===== config.mk =====
export PLATFORM = sky130hd
export DESIGN_NAME = gate_alu_pipe_flat
export DESIGN_NICKNAME = d
export VERILOG_FILES = /design/src/rtl/gate_alu_pipe_if.sv /design/src/rtl/gate_alu_pipe.sv /design/src/flat_wrapper.sv
export SDC_FILE = /design/constraint.sdc
export NUM_CORES = 1
export LEC_CHECK = 0
export CORE_MARGIN = 2
export CORE_UTILIZATION = 25
export DETAILED_ROUTE_END_ITERATION = 16
export GPL_ROUTABILITY_DRIVEN = 0
export GPL_TIMING_DRIVEN = 1
export PLACE_DENSITY = 0.51
export SLEW_MARGIN = 10
export SYNTH_ARGS = -nofsm -noshare
export SYNTH_HDL_FRONTEND = slang
export SYNTH_SLANG_ARGS = --single-unit

===== constraint.sdc =====
create_clock -name clk -period 3.6 [get_ports clk]
set_input_delay 0.9 -clock clk [delete_from_list [all_inputs] [get_ports clk]]
set_output_delay 0.9 -clock clk [all_outputs]
set_load 0.02 [all_outputs]

===== src/rtl/gate_alu_pipe_if.sv =====
// Handshake bundle for gate_alu_pipe.
// Input side: in_valid/in_ready/op/a/b. Output side: out_valid/out_ready/y.
interface gate_alu_pipe_if #(
  parameter int WIDTH = 8
);
  logic             in_valid;
  logic             in_ready;
  logic [2:0]       op;
  logic [WIDTH-1:0] a;
  logic [WIDTH-1:0] b;
  logic             out_valid;
  logic             out_ready;
  logic [WIDTH-1:0] y;

  modport master (
    output in_valid, op, a, b, out_ready,
    input  in_ready, out_valid, y
  );

  modport slave (
    input  in_valid, op, a, b, out_ready,
    output in_ready, out_valid, y
  );
endinterface


===== src/rtl/gate_alu_pipe.sv =====
// Registered bitwise gate stage with a DEPTH-entry output FIFO.
// Ports: clk, rst (async high), bus (slave handshakes), done_cnt (pops).
module gate_alu_pipe #(
  parameter int WIDTH = 8,
  parameter int DEPTH = 2,
  parameter int CNT_W = 16
) (
  input  logic             clk,
  input  logic             rst,
  gate_alu_pipe_if.slave   bus,
  output logic [CNT_W-1:0] done_cnt
);
  localparam int AW = $clog2(DEPTH);
  localparam logic [AW:0] FULL = (AW+1)'(DEPTH);

  logic [WIDTH-1:0] mem [DEPTH];
  logic [AW-1:0]    wp;
  logic [AW-1:0]    rp;
  logic [AW:0]      occ;
  logic             accept;
  logic             pop;
  logic [WIDTH-1:0] res;

  // in_ready is a function of registered state and rst only.
  assign bus.in_ready  = !rst && (occ < FULL);
  assign bus.out_valid = (occ != '0);
  assign bus.y         = bus.out_valid ? mem[rp] : '0;

  assign accept = bus.in_valid & bus.in_ready;
  assign pop    = bus.out_valid & bus.out_ready;

  always_comb begin
    res = '0;
    case (bus.op)
      3'd0: res = bus.a;
      3'd1: res = ~bus.a;
      3'd2: res = bus.a & bus.b;
      3'd3: res = bus.a | bus.b;
      3'd4: res = bus.a ^ bus.b;
      3'd5: res = ~(bus.a & bus.b);
      3'd6: res = ~(bus.a | bus.b);
      3'd7: res = ~(bus.a ^ bus.b);
      default: res = '0;
    endcase
  end

  // Storage needs no reset: occupancy alone decides visibility.
  always_ff @(posedge clk) begin
    if (accept) mem[wp] <= res;
  end

  always_ff @(posedge clk or posedge rst) begin
    if (rst) begin
      wp       <= '0;
      rp       <= '0;
      occ      <= '0;
      done_cnt <= '0;
    end else begin
      if (accept) wp <= wp + 1'b1;
      if (pop) begin
        rp       <= rp + 1'b1;
        done_cnt <= done_cnt + 1'b1;
      end
      case ({accept, pop})
        2'b10:   occ <= occ + 1'b1;
        2'b01:   occ <= occ - 1'b1;
        default: occ <= occ;
      endcase
    end
  end
endmodule


===== src/flat_wrapper.sv =====
// flat-port wrapper written by rule: the top's interface ports become plain ports
module gate_alu_pipe_flat 
#(
  parameter int WIDTH = 8,
  parameter int DEPTH = 2,
  parameter int CNT_W = 16
)
  (clk, rst, done_cnt, bus_in_valid, bus_op, bus_a, bus_b, bus_out_ready, bus_in_ready, bus_out_valid, bus_y);
  gate_alu_pipe_if #(.WIDTH(WIDTH)) bus_i ();
  input  logic clk;
  input  logic rst;
  output logic [CNT_W-1:0] done_cnt;
  input wire logic [$bits(bus_i.in_valid)-1:0] bus_in_valid;
  input wire logic [$bits(bus_i.op)-1:0] bus_op;
  input wire logic [$bits(bus_i.a)-1:0] bus_a;
  input wire logic [$bits(bus_i.b)-1:0] bus_b;
  input wire logic [$bits(bus_i.out_ready)-1:0] bus_out_ready;
  output wire logic [$bits(bus_i.in_ready)-1:0] bus_in_ready;
  output wire logic [$bits(bus_i.out_valid)-1:0] bus_out_valid;
  output wire logic [$bits(bus_i.y)-1:0] bus_y;
  assign bus_i.in_valid = bus_in_valid;
  assign bus_i.op = bus_op;
  assign bus_i.a = bus_a;
  assign bus_i.b = bus_b;
  assign bus_i.out_ready = bus_out_ready;
  assign bus_in_ready = bus_i.in_ready;
  assign bus_out_valid = bus_i.out_valid;
  assign bus_y = bus_i.y;
  gate_alu_pipe #(.WIDTH(WIDTH), .DEPTH(DEPTH), .CNT_W(CNT_W)) u_core (.clk(clk), .rst(rst), .bus(bus_i), .done_cnt(done_cnt));
endmodule

==> impl_metrics.ini, run 1 <==
[outcome]
status = completed

[global_routing]
grt_pass1_wl_um = 7348
grt.overflow.total = 0
grt_max_degree = 38
grt_pass1_vias = 1626
antenna_found_initial = 0
track_usage_pct = 8.927

[detailed_routing]
wl_um = 4206
wl_per_cell_um = 11.31
route.detailed.drc = 0
antenna_left = 0
firstDrtPassIters = 4
num_vias = 1638
via_per_inst = 4.403
first_iter_violations = 33

[clocking]
max-clock-path-buffers = 2
postCtsHoldBufs = 0
cts_tree = built
cts_sinks = 36
clk_pin_slew_ps = 60
cts_root_buffer = clkbuf_8
clk_latency_ps = 280
htreeDepth = 2
cts_resized = 0
cts_buffers = 5
post-cts-setup-buffer-count = 0

[timing]
layout_min_cycle_time_ps = 3000
drv_slew = 0
relSlewSlack_pct = 49.49
min_period_over_period_pct = 83.34
fmax_mhz = 333.3
grt_setup_unrepaired = false
clock_skew_ps = 5.956
worstMarginPinSlew_ps = 756.8
final_hold_viol_count = 0
timing.hold.ws_ps = 470.5
finalSetupViolations = 0
final.setup.tns_ps = 0

[final_layout]
final_core_utilization_pct = 32.94
diodes = 0
drive_gt1_share_pct = 10.34
layout_common_cells = clkdlybuf4s50_1 (48), dfrtp_1 (20), inv_1 (19)
nets = 301
syn2layout_area_growth_pct = 28.85
layout_commonest_cell = clkdlybuf4s50_1
fillers = 949

[floorplanning]
fp.dieW_um = 101.0
start_util_pct = 25.56
die_h_um = 101.0
io_pins = 49
num_rows = 35
dieArea_um2 = 10200
core_area_um2 = 9196

[power]
design_power_total_uw = 1549
vdd_drop_max_uv = 180.2
powerDensity_nw_per_um2 = 511.2
p_leak_uw = 0.001269

[critical_path]
critPathMaxStageDelay_ps = 630
cp_slowest_cell = clkdlybuf4s50_1
worstRegToRegCells = 5
cp_common_cell = clkdlybuf4s50_1
criticalPathCategory = primary input to primary output
crit_path_max_fanout = 3
cp.arrival_ps = 2100
crit_chain = clkdlybuf4s50_1, nor2_1, clkdlybuf4s50_1
cp-end-kind = primary output
cp.required_ps = 2700
critPathLaunchType = primary input

[synth]
synth_seq_cells = 36
avgSynthCellArea_um2 = 11.09
syn_inst = 212
synth_area_um2 = 2351
yosysSeqAreaShare_pct = 41.72
ys_async_sr_fraction_pct = 55.56
synth_edf_count = 16
ys.flop_type = dfrtp_1
synth.distinct_cells = 37
yosysWarningCount = 0
syn-num-nets = 253

[place]
place_hpwl_um = 3315
io_buffers = 48

[min_path]
whs_path_depth = 1
hold_class = flip-flop to flip-flop

[job]
max_cap_violations = 0
==> synth_stat cells (3+ instances only) <==
| library cell | instances | area [µm²] |
|---|---|---|
| buf_6 | 3 | 33.78 |
| nor2_1 | 17 | 63.81 |
| xnor2_1 | 16 | 140.1 |
| xor2_1 | 4 | 35.03 |
| nand2_1 | 15 | 56.30 |
| a21oi_1 | 4 | 20.02 |
| buf_2 | 4 | 20.02 |
| ha_1 | 18 | 225.2 |
| o21ai_0 | 8 | 40.04 |
| nand3b_1 | 3 | 22.52 |
| nand4_1 | 5 | 31.28 |
| edfxtp_1 | 16 | 480.5 |
| dfrtp_1 | 20 | 500.5 |
| mux2_2 | 9 | 101.4 |
| inv_1 | 19 | 71.32 |
| mux2i_1 | 18 | 180.2 |
| mux4_2 | 5 | 112.6 |
==> state kept, by name, summed over array words and instances, names as in the netlist <==
| name | count |
|---|---|
| u_core.wp | 1 |
| u_core.rp | 1 |
| u_core.occ | 2 |
| u_core.done_cnt | 16 |
| u_core.mem | 16 |
==> report_power, final <==
group	internal, µW	total, µW	switching, µW
Sequential	514	613	99.0
Clock	175	307	133
Combinational	323	628	306
Total	1010	1550	537
==> cell families (layout without fill, tap and decap cells) <==
kind of cell | Yosys count | in the layout | synth area share, %
flops | 36 | 36 | 41.72
compound gates | 21 | 21 | 5.801
mux | 32 | 32 | 16.76
simple gates | 56 | 56 | 12.56
fa+ha+maj | 18 | 18 | 9.580
xor+xnor | 20 | 20 | 7.450
buf+inv | 29 | 78 | 6.120
==> routing by layer <==
layer,vias up,track usage (%),share of wire (%)
li1,836,-,-
met1,757,11.21,47
met2,43,14.97,47
met3,2,2.566,5.5
met4,0,2.495,0.57
met5,-,0,0
==> final cells by class <==
| cell class | instances | area, µm² | area share (%) |
|---|---|---|---|
| multi-input cells | 147 | 1226 | 40.48 |
| flip-flops and latches | 36 | 980.9 | 32.38 |
| repair buffers | 50 | 508.0 | 16.77 |
| clock buffers | 8 | 100.1 | 3.304 |
| inverters | 20 | 75.07 | 2.478 |
| well taps | 111 | 138.9 | 4.585 |
==> critical path: cells and delay by family <==
| kind | cells | cell delay [ps] |
|---|---|---|
| and+or+nand+nor | 1 | 160 |
| buffers and inverters | 2 | 1040 |
==> per-stage QoR <==
stage / worst slack (ps) / std cells / cell area [µm²]
after detailed placement: 589.1 / 364 / 2929
after CTS: 589.1 / 372 / 3029
after global placement: 607.8 / 364 / 2929
after global routing: 540.2 / 372 / 3029
final: 599.8 / 372 / 3029
after floorplan: 1421 / 212 / 2351
==> path summary, 6_finish.rpt <==
check	startpoint	to	slack, ps
max	rst	bus_in_ready	600
min	u_core.done_cnt[15]	u_core.done_cnt[15]	470
max reg2reg	u_core.occ[1]	u_core.occ[1]	1850
min reg2reg	u_core.done_cnt[15]	u_core.done_cnt[15]	470
max in group asynchronous	rst	u_core.done_cnt[10]	2040
min in group asynchronous	rst	u_core.done_cnt[1]	1080
No activity file was read; power rests on OpenSTA's default activity.
==> run 2, diff against run 1 <==
clock period = 2.9 ns   (was 3.6 ns; I/O delays follow)
==> impl_metrics.ini, run 2 (same netlist as run 1, synthesis figures left out) <==
[timing]
min_period_over_period_pct = 91.49
final.setup.tns_ps = 0
final_hold_viol_count = 0
relSlewSlack_pct = 49.26
fmax_mhz = 376.9
drv_slew = 0
setup_slack_ps = 246.8
clock_skew_ps = 4.649
worstMarginPinSlew_ps = 760.3
layout_min_cycle_time_ps = 2653
finalSetupViolations = 0
grt_setup_unrepaired = false

[clocking]
cts_root_buffer = clkbuf_8
clk_pin_slew_ps = 70
clk_latency_ps = 280
postCtsHoldBufs = 0
cts_buffers = 5
cts_sinks = 36
cts_tree = built
post-cts-setup-buffer-count = 0
max-clock-path-buffers = 2
htreeDepth = 2
cts_resized = 0

[min_path]
hold_path_startpoint = u_core.done_cnt[15]
hold_class = flip-flop to flip-flop
whs_path_depth = 1
hold_end = u_core.done_cnt[15]

[final_layout]
layout_common_cells = clkdlybuf4s50_1 (48), dfrtp_1 (20), inv_1 (19)
reg_top3 = u_core.done_cnt (16), u_core.mem (16), u_core.occ (2)
fillers = 953
drive_gt1_share_pct = 11.36
nets = 304
layout_commonest_cell = clkdlybuf4s50_1
diodes = 0
syn2layout_area_growth_pct = 30.12

[critical_path]
critPathMaxStageDelay_ps = 630
criticalPathCategory = primary input to primary output
r2r_slack_ps = 1270
cp_slowest_cell = clkdlybuf4s50_1
cp_common_cell = clkdlybuf4s50_1
cp.arrival_ps = 1930
cp.required_ps = 2170
critPathLaunchType = primary input
crit_chain = clkdlybuf4s50_1, nor2_1, clkdlybuf4s50_1
cp-end-kind = primary output
r2r_start = u_core.occ[1]
reg2reg_to = u_core.occ[1]
crit_path_max_fanout = 3
worstRegToRegCells = 5

[detailed_routing]
route.detailed.drc = 0
num_vias = 1629
wl_um = 4277
first_iter_violations = 32
via_per_inst = 4.344
wl_per_cell_um = 11.41
antenna_left = 0
firstDrtPassIters = 4

[global_routing]
grt_pass1_vias = 1622
track_usage_pct = 9.187
grt.overflow.total = 0
antenna_found_initial = 0
grt_max_degree = 38
grt_pass1_wl_um = 7458

[floorplanning]
io_pins = 49
dieArea_um2 = 10200
num_rows = 35
fp.dieW_um = 101.0
start_util_pct = 25.56
die_h_um = 101.0
core_area_um2 = 9196

[place]
io_buffers = 48
place_hpwl_um = 3326
pre_cts_ws_ps = 234.5

[job]
max_cap_violations = 0

[power]
vdd_drop_max_uv = 243.4
p_leak_uw = 0.001288
powerDensity_nw_per_um2 = 645.8

[outcome]
status = completed
run 2: cell count changes in the layout (fill, tap and decap cells not counted):
cell	before	now
clkbuf_8	7	5
bufinv_16	0	1
clkinv_2	0	1
buf_4	1	4
run 2: layout make-up:
class	count	area, µm²	area share, %
tap	111	138.9	4.540
sequential	36	980.9	32.07
inverter	20	75.07	2.454
timing repair buffer	53	530.5	17.34
clock inverter	2	35.03	1.145
multi-input combinational	147	1226	40.08
clock buffer	6	72.57	2.372
run 2: critical path: cells and delay by family:
| family | cells | cell delay, ps |
|---|---|---|
| buffers and inverters | 2 | 1050 |
| AND/OR/NAND/NOR | 1 | 160 |
run 2: per-layer routing:
metal,wire [µm],up-vias,track usage (%)
met5,0,-,0
met4,69,0,3.119
met3,235,6,2.635
met2,1915,40,15.08
met1,2057,735,11.59
li1,-,848,-
run 2: worst max path at each step:
stage	start	slack (ps)	end	cells after the start
final	rst	250	bus_in_ready	3
after global routing	rst	210	bus_in_ready	3
after CTS	rst	240	bus_in_ready	3
after detailed placement	rst	230	bus_in_ready	3
after global placement	rst	260	bus_in_ready	3
after floorplan	rst	900	u_core.mem[0][0]	3
run 2: report_power, final:
part	internal [µW]	switching, µW
sequential	638	124
combinational	409	381
clock	255	169
run 2: metrics by stage:
step / hold slack, ps / cells / area, µm² / util [%] / total power (µW)
after global routing: 501.5 / 375 / 3059 / 33.27 / 2125
after CTS: 478.6 / 375 / 3059 / 33.27 / 2020
after global placement: 462.1 / 367 / 2952 / 32.10 / 1572
final: 467.9 / 375 / 3059 / 33.27 / 1976
after floorplan: 460.4 / 212 / 2351 / - / 1243
after detailed placement: 469.6 / 367 / 2952 / 32.10 / 1584
==> run 3, diff against run 2 <==
CELL_PAD_IN_SITES_DETAIL_PLACEMENT = 0   (was not set)
CELL_PAD_IN_SITES_GLOBAL_PLACEMENT = 2   (was not set)
PLACE_DENSITY = 0.7   (was 0.51)
SLEW_MARGIN = not set   (was 10)
==> impl_metrics.ini, run 3 (same netlist as run 1, synthesis figures left out) <==
[power]
pwr-share-seq_pct = 40.4
power.internal_uw = 1217
powerDensity_nw_per_um2 = 622.0
power_frac_clock_pct = 17.7
vdd_drop_max_uv = 211.8
design_power_total_uw = 1896
power_frac_comb_pct = 41.8
switching_share_pct = 35.78
power.switching_uw = 678.4
p_leak_uw = 0.001284

[critical_path]
reg2reg_to = u_core.occ[1]
crit_path_max_fanout = 3
critPathMaxStageDelay_ps = 640
critPathLaunchType = primary input
criticalPathCategory = primary input to primary output
cp.arrival_ps = 1970
cp-end-kind = primary output
cp.required_ps = 2170
cp_common_cell = clkdlybuf4s50_1
crit_chain = clkdlybuf4s50_1, nor2_1, clkdlybuf4s50_1
r2r_start = u_core.occ[1]
worstRegToRegCells = 6
cp_slowest_cell = clkdlybuf4s50_1
r2r_slack_ps = 1260

[floorplanning]
dieArea_um2 = 10200
die_h_um = 101.0
io_pins = 49
core_area_um2 = 9196
num_rows = 35
fp.dieW_um = 101.0
start_util_pct = 25.56

[place]
io_buffers = 48
place_hpwl_um = 3448
dpl-instance-area_um2 = 2967

[final_layout]
final_core_utilization_pct = 33.14
syn2layout_area_growth_pct = 29.64
final_cell_area_um2 = 3048
fillers = 959
drive_gt1_share_pct = 11.65
diodes = 0
reg_top3 = u_core.done_cnt (16), u_core.mem (16), u_core.occ (2)
nets = 306
layout_common_cells = clkdlybuf4s50_1 (48), dfrtp_1 (20), inv_1 (19)
layout_commonest_cell = clkdlybuf4s50_1
regArea_um2 = 980.9
multi_input_area_um2 = 1226

[min_path]
whs_path_depth = 1
hold_end = u_core.done_cnt[15]
hold_path_startpoint = u_core.done_cnt[15]
hold_class = flip-flop to flip-flop

[clocking]
clk_latency_ps = 280
cts_sinks = 36
cts_resized = 0
cts_buffers = 5
cts_tree = built
postCtsHoldBufs = 0
post-cts-setup-buffer-count = 0
htreeDepth = 2
cts_root_buffer = clkbuf_8
clk_pin_slew_ps = 70
max-clock-path-buffers = 2

[timing]
min_period_over_period_pct = 92.94
final.setup.tns_ps = 0
layout_min_cycle_time_ps = 2695
relSlewSlack_pct = 47.66
worstMarginPinSlew_ps = 784.3
drv_slew = 0
final_hold_viol_count = 0
finalSetupViolations = 0
fmax_mhz = 371.0
grt_setup_unrepaired = false
clock_skew_ps = 5.627

[detailed_routing]
first_iter_violations = 22
via_per_inst = 4.393
firstDrtPassIters = 4
wl_um = 4456
antenna_left = 0
num_vias = 1656
route.detailed.drc = 0
wl_per_cell_um = 11.82

[global_routing]
track_usage_pct = 9.399
grt_pass1_vias = 1627
grt_pass1_wl_um = 7569
grt_max_degree = 38
antenna_found_initial = 0
grt.overflow.total = 0

[outcome]
status = completed

[job]
max_cap_violations = 0
==> run 3: cell type report <==
cell class              instances  share of cell area [%]
multi-input cells             147                   40.23
flip-flops and latches         36                   32.18
repair buffers                 55                   17.90
well taps                     111                   4.557
clock buffers                   7                   2.504
inverters                      20                   2.463
clock inverters                 1                  0.1642
==> run 3: per-stage QoR <==
| stage | worst slack, ps | instances | hold WS, ps |
|---|---|---|---|
| after global placement | 262.1 | 369 | 460.9 |
| after floorplan | 895.7 | 212 | 460.4 |
| after CTS | 205.8 | 377 | 479.1 |
| after detailed placement | 212.4 | 369 | 468.5 |
| after global routing | 172.5 | 377 | 501.8 |
| final | 204.7 | 377 | 470.2 |
==> run 3: worst max-delay path by stage <==
stage	slack [ps]	endpoint	startpoint
after global placement	260	bus_in_ready	rst
after CTS	210	bus_in_ready	rst
after floorplan	900	u_core.mem[0][0]	rst
after detailed placement	210	bus_in_ready	rst
final	200	bus_in_ready	rst
after global routing	170	bus_in_ready	rst
==> run 3: per-layer routing <==
| layer | vias to the layer above | wire length (µm) | track usage, % |
|---|---|---|---|
| met3 | 5 | 248 | 2.566 |
| met5 | - | 0 | 0 |
| met2 | 41 | 2025 | 15.13 |
| met1 | 761 | 2121 | 12.13 |
| li1 | 849 | - | - |
| met4 | 0 | 61 | 3.326 |
==> run 3: worst max-delay path, delay by kind of cell <==
family,cells,cell delay (ps)
AND/OR/NAND/NOR,1,180
buffers and inverters,2,1060
==> run 3: power by group through the flow <==
| stage | clock [µW] | combinational [µW] | sequential, µW |
|---|---|---|---|
| global placement | 0 | 801 | 781 |
| floorplan | 0 | 469 | 774 |
| CTS | 354 | 813 | 771 |
| detailed placement | 0 | 811 | 782 |
| global route | 376 | 870 | 785 |
| finish | 336 | 793 | 767 |
